===== src/rtl/rd3_pkg.sv =====
// Shared width helpers and the sqrt(3)/2 coefficient for the pipelined radix-3 butterfly.
package rd3_pkg;

  localparam int COEF_FRAC_DEF = 10;

  function automatic int dw_of(input int sign_bit, input int int_bit, input int flt_bit);
    return sign_bit + int_bit + flt_bit;
  endfunction

  // Two guard bits cover the worst-case growth of a+b+c.
  function automatic int ow_of(input int dw);
    return dw + 2;
  endfunction

  function automatic longint isqrt(input longint v);
    longint r;
    longint b;
    longint x;
    r = 0;
    x = v;
    b = longint'(1) << 62;
    while (b > x) b = b >> 2;
    while (b != 0) begin
      if (x >= r + b) begin
        x = x - (r + b);
        r = (r >> 1) + b;
      end else begin
        r = r >> 1;
      end
      b = b >> 2;
    end
    return r;
  endfunction

  // round(sqrt(3)/2 * 2^cf) == (floor(sqrt(3 * 4^cf)) + 1) / 2
  function automatic int c_sq3h(input int cf);
    return int'((isqrt(3 * (longint'(1) << (2 * cf))) + 1) >> 1);
  endfunction

  function automatic int rnd_ofs(input int cf);
    return 1 << (cf - 1);
  endfunction

  localparam int C_SQ3H = c_sq3h(COEF_FRAC_DEF);

endpackage


===== src/rtl/rd3_const_mult.sv =====
// Signed multiply by sqrt(3)/2: product registered here, round-half-up shift on the way out.
module rd3_const_mult
  import rd3_pkg::*;
#(
  parameter int OW        = 15,
  parameter int COEF_FRAC = COEF_FRAC_DEF
) (
  input  logic                 clk,
  input  logic                 n_rst,
  input  logic                 en,
  input  logic signed [OW-1:0] d,
  output logic signed [OW-1:0] t
);

  localparam int PW = OW + COEF_FRAC + 1;
  localparam logic signed [PW-1:0] C_K   = PW'(c_sq3h(COEF_FRAC));
  localparam logic signed [PW-1:0] RND_K = PW'(rnd_ofs(COEF_FRAC));

  logic signed [PW-1:0] p_d, p_q, p_rnd;

  always_comb begin
    p_d = p_q;
    if (en) p_d = PW'(d) * C_K;
  end

  always_ff @(posedge clk or negedge n_rst) begin
    if (!n_rst) p_q <= '0;
    else        p_q <= p_d;
  end

  assign p_rnd = p_q + RND_K;
  assign t     = OW'(p_rnd >>> COEF_FRAC);

endmodule


===== src/rtl/rd3bf_pipe.sv =====
// Three-stage pipelined 3-point DFT with forward/inverse select, tag side-band and valid/ready flow.
// Handshake: a beat moves on valid & ready; en = ~do_vld | do_rdy advances every stage (bubbles included), di_rdy = en.
module rd3bf_pipe
  import rd3_pkg::*;
#(
  parameter int SIGN_BIT  = 1,
  parameter int INT_BIT   = 6,
  parameter int FLT_BIT   = 6,
  parameter int COEF_FRAC = COEF_FRAC_DEF,
  parameter int TAG_W     = 4,
  localparam int DW = dw_of(SIGN_BIT, INT_BIT, FLT_BIT),
  localparam int OW = ow_of(DW)
) (
  input  logic             clk,
  input  logic             n_rst,
  input  logic             di_vld,
  output logic             di_rdy,
  input  logic             di_inv,
  input  logic [TAG_W-1:0] di_tag,
  input  logic [DW-1:0]    in1_re,
  input  logic [DW-1:0]    in1_im,
  input  logic [DW-1:0]    in2_re,
  input  logic [DW-1:0]    in2_im,
  input  logic [DW-1:0]    in3_re,
  input  logic [DW-1:0]    in3_im,
  output logic [OW-1:0]    out1_re,
  output logic [OW-1:0]    out1_im,
  output logic [OW-1:0]    out2_re,
  output logic [OW-1:0]    out2_im,
  output logic [OW-1:0]    out3_re,
  output logic [OW-1:0]    out3_im,
  output logic             do_vld,
  input  logic             do_rdy,
  output logic             do_inv,
  output logic [TAG_W-1:0] do_tag
);

  logic en;
  logic signed [OW-1:0] a_re, a_im, b_re, b_im, c_re, c_im;
  logic v1_d, v1_q, v2_d, v2_q, v3_d, v3_q;
  logic inv1_d, inv1_q, inv2_d, inv2_q, inv3_d, inv3_q;
  logic [TAG_W-1:0] tag1_d, tag1_q, tag2_d, tag2_q, tag3_d, tag3_q;
  logic signed [OW-1:0] a1_re_d, a1_re_q, a1_im_d, a1_im_q;
  logic signed [OW-1:0] s1_re_d, s1_re_q, s1_im_d, s1_im_q;
  logic signed [OW-1:0] d1_re_d, d1_re_q, d1_im_d, d1_im_q;
  logic signed [OW-1:0] x0_re_d, x0_re_q, x0_im_d, x0_im_q;
  logic signed [OW-1:0] m_re_d, m_re_q, m_im_d, m_im_q;
  logic signed [OW-1:0] t_re, t_im;
  logic signed [OW-1:0] f1_re, f1_im, f2_re, f2_im;
  logic [OW-1:0] o1_re_d, o1_re_q, o1_im_d, o1_im_q;
  logic [OW-1:0] o2_re_d, o2_re_q, o2_im_d, o2_im_q;
  logic [OW-1:0] o3_re_d, o3_re_q, o3_im_d, o3_im_q;

  assign en     = ~v3_q | do_rdy;
  assign di_rdy = en;

  assign a_re = OW'($signed(in1_re));
  assign a_im = OW'($signed(in1_im));
  assign b_re = OW'($signed(in2_re));
  assign b_im = OW'($signed(in2_im));
  assign c_re = OW'($signed(in3_re));
  assign c_im = OW'($signed(in3_im));

  // The product register inside each multiplier is the S2 stage of d.
  rd3_const_mult #(.OW(OW), .COEF_FRAC(COEF_FRAC)) u_mult_re (
    .clk(clk), .n_rst(n_rst), .en(en), .d(d1_re_q), .t(t_re)
  );
  rd3_const_mult #(.OW(OW), .COEF_FRAC(COEF_FRAC)) u_mult_im (
    .clk(clk), .n_rst(n_rst), .en(en), .d(d1_im_q), .t(t_im)
  );

  // Forward-mode X1/X2; inverse just swaps them.
  assign f1_re = m_re_q + t_im;
  assign f1_im = m_im_q - t_re;
  assign f2_re = m_re_q - t_im;
  assign f2_im = m_im_q + t_re;

  always_comb begin
    v1_d = v1_q;   inv1_d = inv1_q;   tag1_d = tag1_q;
    a1_re_d = a1_re_q; a1_im_d = a1_im_q;
    s1_re_d = s1_re_q; s1_im_d = s1_im_q;
    d1_re_d = d1_re_q; d1_im_d = d1_im_q;
    v2_d = v2_q;   inv2_d = inv2_q;   tag2_d = tag2_q;
    x0_re_d = x0_re_q; x0_im_d = x0_im_q;
    m_re_d = m_re_q;   m_im_d = m_im_q;
    v3_d = v3_q;   inv3_d = inv3_q;   tag3_d = tag3_q;
    o1_re_d = o1_re_q; o1_im_d = o1_im_q;
    o2_re_d = o2_re_q; o2_im_d = o2_im_q;
    o3_re_d = o3_re_q; o3_im_d = o3_im_q;
    if (en) begin
      v1_d = di_vld;
      if (di_vld) begin
        inv1_d  = di_inv;
        tag1_d  = di_tag;
        a1_re_d = a_re;
        a1_im_d = a_im;
        s1_re_d = b_re + c_re;
        s1_im_d = b_im + c_im;
        d1_re_d = b_re - c_re;
        d1_im_d = b_im - c_im;
      end
      v2_d = v1_q;  inv2_d = inv1_q;  tag2_d = tag1_q;
      x0_re_d = a1_re_q + s1_re_q;
      x0_im_d = a1_im_q + s1_im_q;
      m_re_d  = a1_re_q - (s1_re_q >>> 1);
      m_im_d  = a1_im_q - (s1_im_q >>> 1);
      v3_d = v2_q;  inv3_d = inv2_q;  tag3_d = tag2_q;
      o1_re_d = x0_re_q;
      o1_im_d = x0_im_q;
      if (inv2_q) begin
        o2_re_d = f2_re; o2_im_d = f2_im;
        o3_re_d = f1_re; o3_im_d = f1_im;
      end else begin
        o2_re_d = f1_re; o2_im_d = f1_im;
        o3_re_d = f2_re; o3_im_d = f2_im;
      end
    end
  end

  always_ff @(posedge clk or negedge n_rst) begin
    if (!n_rst) begin
      v1_q <= 1'b0; inv1_q <= 1'b0; tag1_q <= '0;
      a1_re_q <= '0; a1_im_q <= '0; s1_re_q <= '0; s1_im_q <= '0;
      d1_re_q <= '0; d1_im_q <= '0;
      v2_q <= 1'b0; inv2_q <= 1'b0; tag2_q <= '0;
      x0_re_q <= '0; x0_im_q <= '0; m_re_q <= '0; m_im_q <= '0;
      v3_q <= 1'b0; inv3_q <= 1'b0; tag3_q <= '0;
      o1_re_q <= '0; o1_im_q <= '0; o2_re_q <= '0; o2_im_q <= '0;
      o3_re_q <= '0; o3_im_q <= '0;
    end else begin
      v1_q <= v1_d; inv1_q <= inv1_d; tag1_q <= tag1_d;
      a1_re_q <= a1_re_d; a1_im_q <= a1_im_d; s1_re_q <= s1_re_d; s1_im_q <= s1_im_d;
      d1_re_q <= d1_re_d; d1_im_q <= d1_im_d;
      v2_q <= v2_d; inv2_q <= inv2_d; tag2_q <= tag2_d;
      x0_re_q <= x0_re_d; x0_im_q <= x0_im_d; m_re_q <= m_re_d; m_im_q <= m_im_d;
      v3_q <= v3_d; inv3_q <= inv3_d; tag3_q <= tag3_d;
      o1_re_q <= o1_re_d; o1_im_q <= o1_im_d; o2_re_q <= o2_re_d; o2_im_q <= o2_im_d;
      o3_re_q <= o3_re_d; o3_im_q <= o3_im_d;
    end
  end

  assign do_vld  = v3_q;
  assign do_inv  = inv3_q;
  assign do_tag  = tag3_q;
  assign out1_re = o1_re_q;
  assign out1_im = o1_im_q;
  assign out2_re = o2_re_q;
  assign out2_im = o2_im_q;
  assign out3_re = o3_re_q;
  assign out3_im = o3_im_q;

endmodule


===== config.mk =====
export PLATFORM = sky130hd
export DESIGN_NAME = rd3bf_pipe
export DESIGN_NICKNAME = d
export VERILOG_FILES = /design/src/rtl/rd3_pkg.sv /design/src/rtl/rd3_const_mult.sv /design/src/rtl/rd3bf_pipe.sv
export SDC_FILE = /design/constraint.sdc
export NUM_CORES = 1
export LEC_CHECK = 0
export CAP_MARGIN = 25
export CORE_ASPECT_RATIO = 1.5
export CORE_MARGIN = 2
export CORE_UTILIZATION = 55
export CTS_BUF_LIST = sky130_fd_sc_hd__clkbuf_2 sky130_fd_sc_hd__clkbuf_4 sky130_fd_sc_hd__clkbuf_8
export DETAILED_ROUTE_END_ITERATION = 6
export HOLD_SLACK_MARGIN = 0.12
export PLACE_DENSITY = 0.84
export SYNTH_ARGS = -nofsm -noshare
export SYNTH_HDL_FRONTEND = slang
export SYNTH_SLANG_ARGS = --single-unit

===== constraint.sdc =====
create_clock -name clk -period 6.48 [get_ports clk]
set_input_delay 0.648 -clock clk [delete_from_list [all_inputs] [get_ports clk]]
set_output_delay 0.648 -clock clk [all_outputs]
set_load 0.01 [all_outputs]

* Word-level counts from Yosys, hierarchy flattened
Index checks and enable logic that the tools add are counted.
** Operators by class
- $add $sub $neg :: 14
- Multiply operators :: 2
- Mux-type cells :: 4
- Bitwise gates (word level) :: 2
- Reductions and logical operators :: 1
** Operators by type and width (number)
- 2-to-1 mux 15 bit :: 4
- subtractor 13 x 13 -> 14 bit :: 4
- adder 25 x 11 -> 25 bit (second input constant) :: 2
- multiplier 14 x 11 -> 25 bit (second input constant) :: 2
- adder 13 x 14 -> 15 bit :: 2
- adder 15 bit :: 2
- subtractor 15 bit :: 2
- adder 13 x 13 -> 14 bit :: 2
- AND reduction 2 bit :: 1
- NOT 1 bit :: 1
- bitwise OR 1 bit :: 1
** Storage, ports and cells
- Flip-flop bits (word level) :: 300
- Bits of input ports :: 87
- Output and inout bits :: 97
- Word-level logic and storage cells :: 50

* Longest topological paths before layout
- Depth in word-level cells :: 3
- Depth in mapped cells :: 19
- Depth with buffers taken out :: 19

* Modules after synthesis
Synthesis repeated with hierarchy kept, for this count alone.
** Unflattened totals
- Cells, all modules :: 3130
- Area, all modules :: 27048.4 sq um
** Modules (own cells, without submodules)
- rd3bf_pipe :: instances 1, cells each 2036, area an instance 16988.8 sq um, sequential area each 6105.9 sq um
- rd3_const_mult at u_mult_re :: instances 1, cells each 549, area an instance 5056.1 sq um, sequential area each 400.4 sq um
- rd3_const_mult at u_mult_im :: instances 1, cells each 545, area an instance 5003.5 sq um, sequential area each 400.4 sq um

* Least setup slack after synthesis
Ideal clock, no wire load.
- Kind :: register to register
- Start :: register, netlist name d1_re_q[13]
- End :: register u_mult_re.p_q[24]
- Arrival time :: 4.919 ns
- Path slack :: 1.475 ns
- Stages on the path, launching flop included :: 18
- Buffers on the path :: 0
- Period minus slack after synthesis :: 5.005 ns
- Path through :: dfrtp_1 -> ha_1 -> inv_1 -> fa_1 -> fa_1 -> fa_1 -> inv_1 -> fa_1 -> inv_1 -> ha_1 -> a21o_1 -> a21o_1 -> a21oi_1 -> o21bai_1 -> a2111oi_0 -> a21oi_1 -> and4_1 -> nor3_1
** On the way
- Cells in the longest elaborated chain, start to end :: 1
** RTL lines
- multiplier 14 x 11 -> 25 bit :: RTL line rd3_const_mult.sv:23 : if (en) p_d = PW'(d) * C_K;
- to (signal assigned) :: RTL line rd3_const_mult.sv:28 : else p_q <= p_d;
- to (decl) :: RTL line rd3_const_mult.sv:19 : logic signed [PW-1:0] p_d, p_q, p_rnd;
Every way passes these cells.
A chain may end at the register's enable or synchronous reset.

* Worst setup path in the final report
- Start :: register d1_im_q[12]
- End :: register u_mult_im.p_q[24]
** On the way
- Cells in the longest elaborated chain, start to end :: 1
** RTL lines
- from (decl) :: RTL line rd3bf_pipe.sv:45 : logic signed [OW-1:0] d1_re_d, d1_re_q, d1_im_d, d1_im_q;
- from (signal assigned) :: RTL line rd3bf_pipe.sv:133 : d1_re_q <= d1_re_d; d1_im_q <= d1_im_d;
- multiplier 14 x 11 -> 25 bit :: RTL line rd3_const_mult.sv:23
- to (signal assigned) :: RTL line rd3_const_mult.sv:28
- to (decl) :: RTL line rd3_const_mult.sv:19
Every way passes these cells.

==> impl_metrics.json <==
{
  "dr_total_vias": 20552,
  "synth_area_per_cell_um2": 8.90,
  "reg2reg_from": "d1_im_q[12]",
  "largest_net_degree_at_the_start_of_global_routing": 188,
  "postCtsHoldBufs": 0,
  "final_nets": 3612,
  "via_count_of_the_first_global_routing_pass": 21313,
  "drt-vias-per-instance": 5.62,
  "detailedRoute.firstIterationViolations": 1152,
  "num-fill-cells": 3918,
  "chipWidth_um": 181,
  "floorplan.rows": 97,
  "crit_path_start_kind": "flop",
  "count_of_cells_along_the_worst_register_to_register_path": 18,
  "floorplan.io_pins": 184,
  "seq_area_mm2": 0.00691,
  "core_region_area_mm2": 0.0465,
  "cts_repair_resize_count": 0,
  "post_synth_num_cell_types": 80,
  "clock_skew_ps": 30.2,
  "final_layout_size_suffix_gt1_frac": 0.0532,
  "routedWlPerCell_um": 17.9,
  "max_stage_delay_ps": 580,
  "die_height_um": 269,
  "clock_sink_count": 276,
  "critical_path.endpoint_type": "flop",
  "placement.io_buffers": 183,
  "global_route.overflow_total": 0,
  "timing.critical_path.arrival_ps": 5880,
  "worstPathRequired_ps": 7000,
  "setup.worst_path.class": "flop to flop",
  "synth_sequential_area_ratio": 0.269,
  "layout_worst_path_cycle_share": 0.828,
  "top_reg_cell_synth": "sky130_fd_sc_hd__dfrtp_1",
  "count_of_flip_flops_with_a_built_in_enable_after_synthesis": 0,
  "antenna_found_initial": 1,
  "synthesis.yosys.warnings": 0,
  "final_tns_setup_ps": 0,
  "clk_buf_depth": 3,
  "clkSlewWorstSetupHoldPaths_ps": 60,
  "timing.critical_path.cells": "inv_1, ha_1, fa_1, inv_1, fa_1, inv_1, fa_1, fa_1, inv_1, ha_1, a21oi_1, o21ai_0, a2111oi_0, nor2_1, a211oi_1, o21bai_1, xor2_1, a21oi_1",
  "timing_max_transition_violations_final": 0,
  "r2r_end": "u_mult_im.p_q[24]",
  "synth_seq_cells": 276,
  "violated_checks": "DRC",
  "cts_tree": "yes",
  "grt_pass1_wl_mm": 107,
  "max_slew_margin": 0.414,
  "period_minus_slack_ps": 5360,
  "rrSetupSlack_ps": 1120,
  "maxClockFrequency_ghz": 0.186,
  "place.detailed.hpwl_mm": 53.0,
  "timing_hold_violations_final": 0,
  "synth.cell_area_mm2": 0.0257,
  "numCtsBuffers": 44,
  "max_cap_violations": 0,
  "finalWirelength_mm": 65.6,
  "postSynthCellCount": 2890,
  "place.gp.congestion": 0.927,
  "dieArea_mm2": 0.0485,
  "worst_skew_pair.late_latency_ps": 620,
  "cts_root_buffer": "sky130_fd_sc_hd__clkbuf_8",
  "worst-slew-pin-transition_ps": 867,
  "path_max_fanout": 7,
  "remaining_drc_errors": 1,
  "effective_utilization_at_floorplan": 0.553,
  "worst_hold_path_type": "input pin to async pin",
  "multiInputGateArea_mm2": 0.0167,
  "gr-usage-all-layers": 0.274,
  "synth.net_count": 3470,
  "antenna_left": 0,
  "ctsHtreeMaxLevel": 2,
  "flow.area_growth_from_synthesis_pct": 12.7,
  "critPathSlowestCell": "sky130_fd_sc_hd__dfrtp_1",
  "rsz_0062_raised_after_global_routing": "no",
  "synth-async-reset-ratio": 1.00,
  "setup_viol_count_final": 0,
  "postCtsSetupBuffers": 0,
  "status": "finished, violations left",
  "detail_route.first_pass.iterations": 7
}
-- layout by cell type (no fill, tap or decap), types with 28 or more instances in the layout --
cell type                         count
sky130_fd_sc_hd__mux2_2              35
sky130_fd_sc_hd__dfrtp_1            275
sky130_fd_sc_hd__xnor2_1            126
sky130_fd_sc_hd__ha_1               338
sky130_fd_sc_hd__nand2_1            314
sky130_fd_sc_hd__inv_1              426
sky130_fd_sc_hd__clkbuf_8            52
sky130_fd_sc_hd__fa_1               155
sky130_fd_sc_hd__xor2_1              78
sky130_fd_sc_hd__clkdlybuf4s50_1    182
sky130_fd_sc_hd__nand2b_1            36
sky130_fd_sc_hd__nor3_1              32
sky130_fd_sc_hd__a21oi_1            202
sky130_fd_sc_hd__a21o_1              31
sky130_fd_sc_hd__o21ai_0            178
sky130_fd_sc_hd__nand3_1             28
sky130_fd_sc_hd__nor2_1             193
-- flip-flops by register name, summed over array words and instances, names as in the netlist, 13 cells and up --
| signal | flops |
|---|---|
| a1_im_q | 13 |
| a1_re_q | 13 |
| d1_im_q | 13 |
| d1_re_q | 13 |
| m_im_q | 14 |
| m_re_q | 14 |
| out1_im | 15 |
| out1_re | 15 |
| out2_im | 15 |
| out2_re | 15 |
| out3_im | 14 |
| out3_re | 14 |
| s1_im_q | 14 |
| s1_re_q | 14 |
| u_mult_im.p_q | 16 |
| u_mult_re.p_q | 16 |
| x0_im_q | 15 |
| x0_re_q | 15 |
-- worst max path at each step --
stage | slack, ps | startpoint | end | cells after the start
detailed placement | 1190 | d1_im_q[12] | u_mult_im.p_q[24] | 18
global placement | 1280 | d1_re_q[13] | u_mult_re.p_q[24] | 17
CTS | 1160 | d1_im_q[12] | u_mult_im.p_q[24] | 18
floorplan | 1480 | d1_re_q[13] | u_mult_re.p_q[24] | 17
global route | 780 | d1_re_q[12] | u_mult_re.p_q[24] | 18
finish | 1120 | d1_im_q[12] | u_mult_im.p_q[24] | 18
-- cells in the mapped netlist, types with 6 or more instances --
cell type                  count  area, um^2
sky130_fd_sc_hd__nand3_1      28         140
sky130_fd_sc_hd__ha_1        338        4230
sky130_fd_sc_hd__and3_1       22         138
sky130_fd_sc_hd__nor3b_1       6        45.0
sky130_fd_sc_hd__nor2_1      193         724
sky130_fd_sc_hd__a211oi_1     14         105
sky130_fd_sc_hd__o211ai_1     11        82.6
sky130_fd_sc_hd__a31oi_1      19         119
sky130_fd_sc_hd__buf_6         6        67.6
sky130_fd_sc_hd__nand2_1     315        1180
sky130_fd_sc_hd__and4_1        7        61.3
sky130_fd_sc_hd__or2_2        10        62.6
sky130_fd_sc_hd__dfrtp_1     276        6910
sky130_fd_sc_hd__inv_1       426        1600
sky130_fd_sc_hd__xnor2_1     126        1100
sky130_fd_sc_hd__o21a_1       16         120
sky130_fd_sc_hd__nor2b_1      26         163
sky130_fd_sc_hd__buf_2         8        40.0
sky130_fd_sc_hd__a21oi_1     202        1010
sky130_fd_sc_hd__buf_1         9        33.8
sky130_fd_sc_hd__a21boi_0      6        45.0
sky130_fd_sc_hd__nor3_1       32         160
sky130_fd_sc_hd__o21ai_1       8        40.0
sky130_fd_sc_hd__nand4_1       8        50.1
sky130_fd_sc_hd__xor2_1       78         683
sky130_fd_sc_hd__a221oi_1      9        78.8
sky130_fd_sc_hd__o31ai_1      21         158
sky130_fd_sc_hd__o21bai_1     20         150
sky130_fd_sc_hd__o21ai_0     178         891
sky130_fd_sc_hd__clkbuf_1     70         263
sky130_fd_sc_hd__nor4_1        7        43.8
sky130_fd_sc_hd__o22ai_1       7        43.8
sky130_fd_sc_hd__nand2b_1     36         225
sky130_fd_sc_hd__a21o_1       31         233
sky130_fd_sc_hd__or3_1        14        87.6
sky130_fd_sc_hd__mux2i_1      26         260
sky130_fd_sc_hd__mux2_2       35         394
sky130_fd_sc_hd__fa_1        155        3100
-- through the flow --
step	hold WS (ps)	setup WS, ps	util	instances	instance area, um^2
finish	107	1120	0.623	3659	29000
global route	167	776	0.623	3659	29000
CTS	136	1160	0.622	3657	28900
detailed placement	454	1190	0.601	3579	27900
global placement	445	1280	0.601	3579	27900
floorplan	352	1480	-	2890	25700
-- cells by family (layout without fill, tap and decap cells) --
kind of cell    after synthesis  count (layout)  share of synthesized area
compound gates              602             602                      0.144
xor+xnor                    204             204                     0.0695
fa+ha+maj                   493             493                      0.285
buf+inv                     531             705                     0.0817
flops                       276             276                      0.269
mux                          61              61                     0.0255
other cells                   0               1                          0
simple gates                723             723                      0.126
-- worst max-delay path, delay by kind of cell (launching register included) --
family	cells	cell delay, ps
compound gates	6	1460
xor+xnor	1	150
fa+ha+maj	6	2680
buf+inv	4	350
flops	1	580
simple gates	1	90
-- routing by layer --
metal,vias up,global-route usage,wire length (um)
met3,188,0.0267,2430
met1,9980,0.313,25600
met5,-,0,0
li1,9821,-,-
met4,0,0.139,3580
met2,563,0.508,34000
-- cell type report --
type                            count  share of cell area
Multi-Input combinational cell   2083               0.577
Clock inverter                     19             0.00773
Timing Repair Buffer              198              0.0684
Tap cell                          594              0.0257
Sequential cell                   276               0.239
Antenna cell                        1           0.0000864
Clock buffer                       59              0.0265
Inverter                          429              0.0559
Power is not shown: default switching activity piles up to over one toggle a cycle in this logic, so the estimate is an artifact.
